[src/rtl/sw_pkg.sv]
// Shared types for the Smith-Waterman tile scheduler slice.
// Boundary vectors pack element k at [k*SCORE_W +: SCORE_W].
package sw_pkg;
    localparam int TILE    = 16;
    localparam int SCORE_W = 8;

    typedef logic [SCORE_W-1:0] score_t;
    typedef score_t [TILE-1:0] bnd_t;

    typedef enum logic [2:0] {
        IDLE,
        LOAD,
        ISSUE,
        WAIT,
        STORE,
        FIN
    } state_t;
endpackage

[src/rtl/sw_tile_scheduler_if.sv]
// Scheduler <-> tile datapath bundle: issue side (master) and
// completion side (slave).
interface sw_tile_scheduler_if #(
    parameter int IDX_W = 3
);
    import sw_pkg::*;

    logic             tile_start;
    logic [IDX_W-1:0] tile_r;
    logic [IDX_W-1:0] tile_c;
    bnd_t             first_row;
    bnd_t             first_col;
    score_t           diag_cell;
    logic             tile_done;
    bnd_t             tile_last_row;
    bnd_t             tile_last_col;
    score_t           tile_max;

    modport master (
        output tile_start, tile_r, tile_c,
        output first_row, first_col, diag_cell,
        input  tile_done, tile_last_row, tile_last_col, tile_max
    );

    modport slave (
        input  tile_start, tile_r, tile_c,
        input  first_row, first_col, diag_cell,
        output tile_done, tile_last_row, tile_last_col, tile_max
    );
endinterface

[src/rtl/sw_row_buffer.sv]
// Per-column store of the last row of the tile above; one read and
// one write per cycle, read returns pre-write data.
module sw_row_buffer
    import sw_pkg::*;
#(
    parameter int DEPTH = 4,
    parameter int AW    = 3
) (
    input  logic          clk,
    input  logic          rst,
    input  logic          we,
    input  logic [AW-1:0] waddr,
    input  bnd_t          wdata,
    input  logic [AW-1:0] raddr,
    output bnd_t          rdata
);
    localparam int IW = (DEPTH > 1) ? $clog2(DEPTH) : 1;

    bnd_t mem [DEPTH];

    always_ff @(posedge clk) begin
        if (rst) begin
            for (int i = 0; i < DEPTH; i++) mem[i] <= '0;
        end else if (we && int'(waddr) < DEPTH) begin
            mem[waddr[IW-1:0]] <= wdata;
        end
    end

    // Plain register read: a same-cycle write lands only at the edge.
    assign rdata = (int'(raddr) < DEPTH) ? mem[raddr[IW-1:0]] : '0;
endmodule

[src/rtl/sw_tile_scheduler.sv]
// Row-major tile sequencer with boundary forwarding and global max.
// Optional SCHED_WATCHDOG_EN adds a WAIT timeout and err output.
module sw_tile_scheduler
    import sw_pkg::*;
#(
    parameter int MAX_TA = 4,
    parameter int MAX_TB = 4,
    parameter int IDX_W  = 3
`ifdef SCHED_WATCHDOG_EN
    ,
    parameter int WD_LIMIT = 1023
`endif
) (
    input  logic               clk,
    input  logic               rst,
    input  logic               start,
    input  logic [IDX_W-1:0]   cfg_tiles_a,
    input  logic [IDX_W-1:0]   cfg_tiles_b,
    output logic               busy,
    output logic               done,
    output logic [SCORE_W-1:0] max_score,
    output logic [IDX_W-1:0]   max_tile_r,
    output logic [IDX_W-1:0]   max_tile_c,
`ifdef SCHED_WATCHDOG_EN
    output logic               err,
`endif
    sw_tile_scheduler_if.master tile
);
    state_t           state;
    logic [IDX_W-1:0] ta, tb, r, c;
    bnd_t             colreg, lr, lc, rb_rdata;
    score_t           corner, tmax;
    logic             last_c, last_t;
`ifdef SCHED_WATCHDOG_EN
    logic [15:0]      wd_cnt;
`endif

    assign last_c = (c == tb - 1'b1);
    assign last_t = last_c && (r == ta - 1'b1);

    sw_row_buffer #(
        .DEPTH (MAX_TB),
        .AW    (IDX_W)
    ) u_rowbuf (
        .clk   (clk),
        .rst   (rst),
        .we    (state == STORE),
        .waddr (c),
        .wdata (lr),
        .raddr (c),
        .rdata (rb_rdata)
    );

    always_ff @(posedge clk) begin
        if (rst) begin
            state           <= IDLE;
            busy            <= 1'b0;
            done            <= 1'b0;
            max_score       <= '0;
            max_tile_r      <= '0;
            max_tile_c      <= '0;
            ta              <= '0;
            tb              <= '0;
            r               <= '0;
            c               <= '0;
            colreg          <= '0;
            corner          <= '0;
            lr              <= '0;
            lc              <= '0;
            tmax            <= '0;
            tile.tile_start <= 1'b0;
            tile.tile_r     <= '0;
            tile.tile_c     <= '0;
            tile.first_row  <= '0;
            tile.first_col  <= '0;
            tile.diag_cell  <= '0;
`ifdef SCHED_WATCHDOG_EN
            err             <= 1'b0;
            wd_cnt          <= '0;
`endif
        end else begin
            tile.tile_start <= 1'b0;
            done            <= 1'b0;
            unique case (state)
                IDLE: if (start) begin
                    ta         <= (int'(cfg_tiles_a) > MAX_TA) ? IDX_W'(MAX_TA) : cfg_tiles_a;
                    tb         <= (int'(cfg_tiles_b) > MAX_TB) ? IDX_W'(MAX_TB) : cfg_tiles_b;
                    r          <= '0;
                    c          <= '0;
                    max_score  <= '0;
                    max_tile_r <= '0;
                    max_tile_c <= '0;
                    busy       <= 1'b1;
`ifdef SCHED_WATCHDOG_EN
                    err        <= 1'b0;
`endif
                    // Empty runs also pass through LOAD so done keeps a
                    // fixed two-cycle latency from start.
                    state      <= LOAD;
                end
                LOAD: begin
                    if (ta == '0 || tb == '0) begin
                        done  <= 1'b1;
                        state <= FIN;
                    end else begin
                        tile.first_row  <= (r == '0) ? '0 : rb_rdata;
                        tile.first_col  <= (c == '0) ? '0 : colreg;
                        tile.diag_cell  <= (r == '0 || c == '0) ? '0 : corner;
                        tile.tile_start <= 1'b1;
                        tile.tile_r     <= r;
                        tile.tile_c     <= c;
                        state           <= ISSUE;
                    end
                end
                ISSUE: begin
`ifdef SCHED_WATCHDOG_EN
                    wd_cnt <= '0;
`endif
                    state <= WAIT;
                end
                WAIT: begin
                    if (tile.tile_done) begin
                        lr    <= tile.tile_last_row;
                        lc    <= tile.tile_last_col;
                        tmax  <= tile.tile_max;
                        state <= STORE;
`ifdef SCHED_WATCHDOG_EN
                    end else if (wd_cnt == 16'(WD_LIMIT - 1)) begin
                        err   <= 1'b1;
                        done  <= 1'b1;
                        state <= FIN;
                    end else begin
                        wd_cnt <= wd_cnt + 16'd1;
`endif
                    end
                end
                STORE: begin
                    corner <= rb_rdata[TILE-1];
                    colreg <= lc;
                    if (tmax > max_score) begin
                        max_score  <= tmax;
                        max_tile_r <= r;
                        max_tile_c <= c;
                    end
                    if (last_t) begin
                        done  <= 1'b1;
                        state <= FIN;
                    end else begin
                        c     <= last_c ? '0 : c + 1'b1;
                        r     <= last_c ? r + 1'b1 : r;
                        state <= LOAD;
                    end
                end
                FIN: begin
                    busy  <= 1'b0;
                    state <= IDLE;
                end
                default: state <= IDLE;
            endcase
        end
    end
endmodule

[src/flat_wrapper.sv]
// flat-port wrapper written by rule: the top's interface ports become plain ports
module sw_tile_scheduler_flat import sw_pkg::*;
#(
    parameter int MAX_TA = 4,
    parameter int MAX_TB = 4,
    parameter int IDX_W  = 3

)
  (clk, rst, start, cfg_tiles_a, cfg_tiles_b, busy, done, max_score, max_tile_r, max_tile_c, tile_tile_start, tile_tile_r, tile_tile_c, tile_first_row, tile_first_col, tile_diag_cell, tile_tile_done, tile_tile_last_row, tile_tile_last_col, tile_tile_max);
  sw_tile_scheduler_if #(.IDX_W(IDX_W)) tile_i ();
  input  logic clk;
  input  logic rst;
  input  logic start;
  input  logic [IDX_W-1:0] cfg_tiles_a;
  input  logic [IDX_W-1:0] cfg_tiles_b;
  output logic busy;
  output logic done;
  output logic [SCORE_W-1:0] max_score;
  output logic [IDX_W-1:0] max_tile_r;
  output logic [IDX_W-1:0] max_tile_c;
  output wire logic [$bits(tile_i.tile_start)-1:0] tile_tile_start;
  output wire logic [$bits(tile_i.tile_r)-1:0] tile_tile_r;
  output wire logic [$bits(tile_i.tile_c)-1:0] tile_tile_c;
  output wire logic [$bits(tile_i.first_row)-1:0] tile_first_row;
  output wire logic [$bits(tile_i.first_col)-1:0] tile_first_col;
  output wire logic [$bits(tile_i.diag_cell)-1:0] tile_diag_cell;
  input wire logic [$bits(tile_i.tile_done)-1:0] tile_tile_done;
  input wire logic [$bits(tile_i.tile_last_row)-1:0] tile_tile_last_row;
  input wire logic [$bits(tile_i.tile_last_col)-1:0] tile_tile_last_col;
  input wire logic [$bits(tile_i.tile_max)-1:0] tile_tile_max;
  assign tile_tile_start = tile_i.tile_start;
  assign tile_tile_r = tile_i.tile_r;
  assign tile_tile_c = tile_i.tile_c;
  assign tile_first_row = tile_i.first_row;
  assign tile_first_col = tile_i.first_col;
  assign tile_diag_cell = tile_i.diag_cell;
  assign tile_i.tile_done = tile_tile_done;
  assign tile_i.tile_last_row = tile_tile_last_row;
  assign tile_i.tile_last_col = tile_tile_last_col;
  assign tile_i.tile_max = tile_tile_max;
  sw_tile_scheduler #(.MAX_TA(MAX_TA), .MAX_TB(MAX_TB), .IDX_W(IDX_W)) u_core (.clk(clk), .rst(rst), .start(start), .cfg_tiles_a(cfg_tiles_a), .cfg_tiles_b(cfg_tiles_b), .busy(busy), .done(done), .max_score(max_score), .max_tile_r(max_tile_r), .max_tile_c(max_tile_c), .tile(tile_i));
endmodule
[config.mk]
export PLATFORM = sky130hd
export DESIGN_NAME = sw_tile_scheduler_flat
export DESIGN_NICKNAME = d
export VERILOG_FILES = /design/src/rtl/sw_pkg.sv /design/src/rtl/sw_tile_scheduler_if.sv /design/src/rtl/sw_row_buffer.sv /design/src/rtl/sw_tile_scheduler.sv /design/src/flat_wrapper.sv
export SDC_FILE = /design/constraint.sdc
export NUM_CORES = 2
export LEC_CHECK = 0
export CORE_MARGIN = 2
export CORE_UTILIZATION = 50
export CTS_CLUSTER_DIAMETER = 30
export DETAILED_ROUTE_END_ITERATION = 8
export GPL_ROUTABILITY_DRIVEN = 0
export PLACE_DENSITY = 0.73
export SYNTH_ARGS = -nofsm -noshare
export SYNTH_HDL_FRONTEND = slang
export SYNTH_SLANG_ARGS = --single-unit
[constraint.sdc]
create_clock -name clk -period 18 [get_ports clk]
set_clock_uncertainty 0.2 [all_clocks]
set_input_delay 5.4 -clock clk [delete_from_list [all_inputs] [get_ports clk]]
set_output_delay 5.4 -clock clk [all_outputs]
set_load 0.01 [all_outputs]
==> impl_metrics.ini <==
[clock_tree]
tritoncts.num_buffers = 207
ctsResizeCount = 0
post_cts_buffers = 0
tritoncts_num_sinks = 1216
clk_pin_slew_worst_paths_ns = 0.06
clkLatencyLatePin_ns = 0.80
cts-hold-fix-buffers = 0
max-clock-path-buffers = 3
cts_tree = built
cts.root.buffer_cell = sky130_fd_sc_hd__clkbuf_16
htreeDepth = 4

[yosys]
postSynth.asyncResetShare_pct = 0
number_of_flops_mapped_to_enable_cells_by_yosys = 512
yosysWarningCount = 0
synthDistinctLibCells = 46
syn_inst = 3955
seq_area_frac_synth_pct = 64.2
synth.net_count = 4245
synth.ff_latch_count = 1216
synth.cell_area_sq_um = 45900
ys.flop_type = sky130_fd_sc_hd__dfxtp_1
syn-mean-instance-area_sq_um = 11.6

[min_path]
hold_path.class = reg2reg

[setup_path]
worstSetupStartpointType = input pin
worstPathArrival_ns = 8.58
crit_path_end_kind = flip-flop
worst-setup-path-type = in2reg
worst-r2r-setup-slack_ns = 13.20
critical_path.max_fanout = 102
critPathRequiredTime_ns = 18.40

[global_route]
grtUsageMet1_pct = 33.6
gr-usage-all-layers_pct = 25.9
number_of_antenna_violations_at_the_first_check_in_global_routing = 21
grt.met2_usage_pct = 41.0
grt_first_pass_wirelength_microns = 187000
maximum_number_of_pins_on_one_net_before_global_route_repair = 103
grt-busiest-layer = met2
groute.layer.met3.usage_pct = 5.69
grt_overflow = 0
vias_in_the_first_global_route = 31200

[route]
detail_route.iter0.violations = 2841
vias_per_cell = 5.47
detail_route.wl_per_cell_microns = 21.2
drt_wl_total_microns = 124000
drt.antenna.violating_nets = 0
routed-via-count = 32000
route.detailed.drc = 0
drtPass1Iterations = 8

[floorplanning]
placement_rows = 111
io_pins = 561
standard_cell_core_area_sq_um = 91200
die_h_microns = 307
die-width_microns = 307
initial_core_util_pct = 50.3
fp.dieArea_sq_um = 94200

[timing]
finalSetupTns_ns = 0
hold_viol_final = 0
timing.final.setup_violations = 0
max_slew_margin_pct = 20.4
unrepaired_setup_endpoints_after_global_routing = false
worst-slew-pin-transition_ns = 1.19
final.min_clock_period_ns = 8.18
fin_crit_sh_pct = 45.4
final-max-slew-violation-count = 0
timing.fmax_ghz = 0.122

[final_layout]
layout_cells_sized_above_1_pct = 11.9
final_net_count = 4754
area_delta_synth_final_pct = 29.5
final_core_utilization_pct = 65.1
stdcell_count = 5851

[place]
dp_hpwl_microns = 73100
buffer_ports.inserted = 560
placed_cells = 5441

[power]
power_per_cell_area_nw_per_um2 = 121
leakage_nw = 20.8
worst_ir_drop_vdd_mv = 0.0967
post-layout-total-power_mw = 7.21

[run]
drv_cap = 0

[status]
outcome = completed
## power by group
group | total (mW) | switching (mW) | internal, mW
Combinational | 0.238 | 0.135 | 0.103
Clock | 4.03 | 1.42 | 2.61
Sequential | 2.94 | 0.0194 | 2.92
Total | 7.21 | 1.57 | 5.63
## layout make-up
cell class / count / area, sq um
multi-input combinational: 2416 / 15000
antenna: 16 / 40.0
tap: 1186 / 1480
inverter: 20 / 75.1
timing repair buffer: 603 / 5930
sequential: 1216 / 29500
clock inverter: 135 / 1670
clock buffer: 259 / 5690
fill: 6621 / 31800
## per-stage QoR
step / worst slack [ns] / instance area (sq um) / hold slack, ns
after floorplan: 3.13 / 45900 / 0.232
after global routing: 9.66 / 59400 / 0.254
after detailed placement: 9.06 / 52000 / 0.242
after CTS: 9.89 / 59400 / 0.230
final: 9.82 / 59400 / 0.229
after global placement: 9.09 / 52000 / 0.236
## final timing paths
path                                                  end               from  depth (start not counted)
worst min-delay path            u_core.tile.first_col[71]  u_core.colreg[71]                          1
worst max-delay path                       u_core.lc[114]                rst                          5
worst min register to register  u_core.tile.first_col[71]  u_core.colreg[71]                          1
worst max register to register  u_core.tile.first_col[44]    u_core.state[0]                          7
## layer usage
layer | up-vias | part of all wire [%]
met5 | - | 0.049
met4 | 10 | 4.4
met3 | 270 | 7.2
met2 | 1222 | 48
met1 | 15700 | 41
li1 | 14800 | -
## layout by cell type, fill, tap and decap left out, types with 5 or more instances in the layout
cell,count
sky130_fd_sc_hd__nand2_1,839
sky130_fd_sc_hd__dfxtp_1,702
sky130_fd_sc_hd__clkdlybuf4s50_1,559
sky130_fd_sc_hd__and2_1,512
sky130_fd_sc_hd__edfxtp_1,512
sky130_fd_sc_hd__a21oi_1,412
sky130_fd_sc_hd__clkbuf_16,212
sky130_fd_sc_hd__nor2_1,151
sky130_fd_sc_hd__a22oi_1,137
sky130_fd_sc_hd__a22o_1,134
sky130_fd_sc_hd__mux4_2,128
sky130_fd_sc_hd__buf_4,43
sky130_fd_sc_hd__clkinvlp_4,29
sky130_fd_sc_hd__clkbuf_1,26
sky130_fd_sc_hd__bufinv_16,24
sky130_fd_sc_hd__clkinv_2,22
sky130_fd_sc_hd__clkbuf_8,21
sky130_fd_sc_hd__inv_1,20
sky130_fd_sc_hd__clkinv_4,20
sky130_fd_sc_hd__diode_2,16
sky130_fd_sc_hd__ha_1,16
sky130_fd_sc_hd__mux2i_1,15
sky130_fd_sc_hd__inv_6,15
sky130_fd_sc_hd__clkinv_1,9
sky130_fd_sc_hd__o21ai_0,7
sky130_fd_sc_hd__nor2b_1,6
sky130_fd_sc_hd__xnor2_1,6
sky130_fd_sc_hd__nand3_1,6
sky130_fd_sc_hd__nand3b_1,5
## critical path, stage by stage
cell and delay, ns:
sky130_fd_sc_hd__buf_8 0.36, sky130_fd_sc_hd__buf_4 0.75, sky130_fd_sc_hd__buf_4 0.74, sky130_fd_sc_hd__buf_4 0.91, sky130_fd_sc_hd__a21oi_1 0.11
## sequential cells by signal (all words and copies together), names as in the netlist, 3 cells and up, named ones only
| name | cells |
|---|---|
| u_core.c | 3 |
| u_core.colreg | 128 |
| u_core.corner | 8 |
| u_core.lc | 128 |
| u_core.lr | 128 |
| u_core.max_score | 8 |
| u_core.max_tile_c | 3 |
| u_core.max_tile_r | 3 |
| u_core.r | 3 |
| u_core.state | 3 |
| u_core.ta | 3 |
| u_core.tb | 3 |
| u_core.tile.diag_cell | 8 |
| u_core.tile.first_col | 128 |
| u_core.tile.first_row | 128 |
| u_core.tile.tile_c | 3 |
| u_core.tile.tile_r | 3 |
| u_core.tmax | 8 |
| u_core.u_rowbuf.mem | 512 |
## Yosys cell counts, types with 15 or more instances
cell                         n  share of area (%)
sky130_fd_sc_hd__nand2_1   839                6.9
sky130_fd_sc_hd__ha_1       16               0.44
sky130_fd_sc_hd__nor2_1    151                1.2
sky130_fd_sc_hd__mux2i_1    15               0.33
sky130_fd_sc_hd__clkbuf_2   33               0.36
sky130_fd_sc_hd__and2_1    513                7.0
sky130_fd_sc_hd__dfxtp_1   704                 31
sky130_fd_sc_hd__inv_1      20               0.16
sky130_fd_sc_hd__clkbuf_1  159                1.3
sky130_fd_sc_hd__edfxtp_1  512                 34
sky130_fd_sc_hd__a21oi_1   412                4.5
sky130_fd_sc_hd__a22oi_1   137                2.2
sky130_fd_sc_hd__buf_2      83               0.91
sky130_fd_sc_hd__a22o_1    134                2.6
sky130_fd_sc_hd__buf_4      22               0.36
sky130_fd_sc_hd__mux4_2    128                6.3
## kinds of logic after synthesis
family	synth area share [%]
muxes	6.61
AOI/OAI and AO/OA	9.56
and+or+nand+nor	15.9
adders and majority gates	0.436
xor gates and xnor gates	0.166
buffers and inverters	3.14
DFF	64.2
No activity file was read; power rests on OpenSTA's default activity.
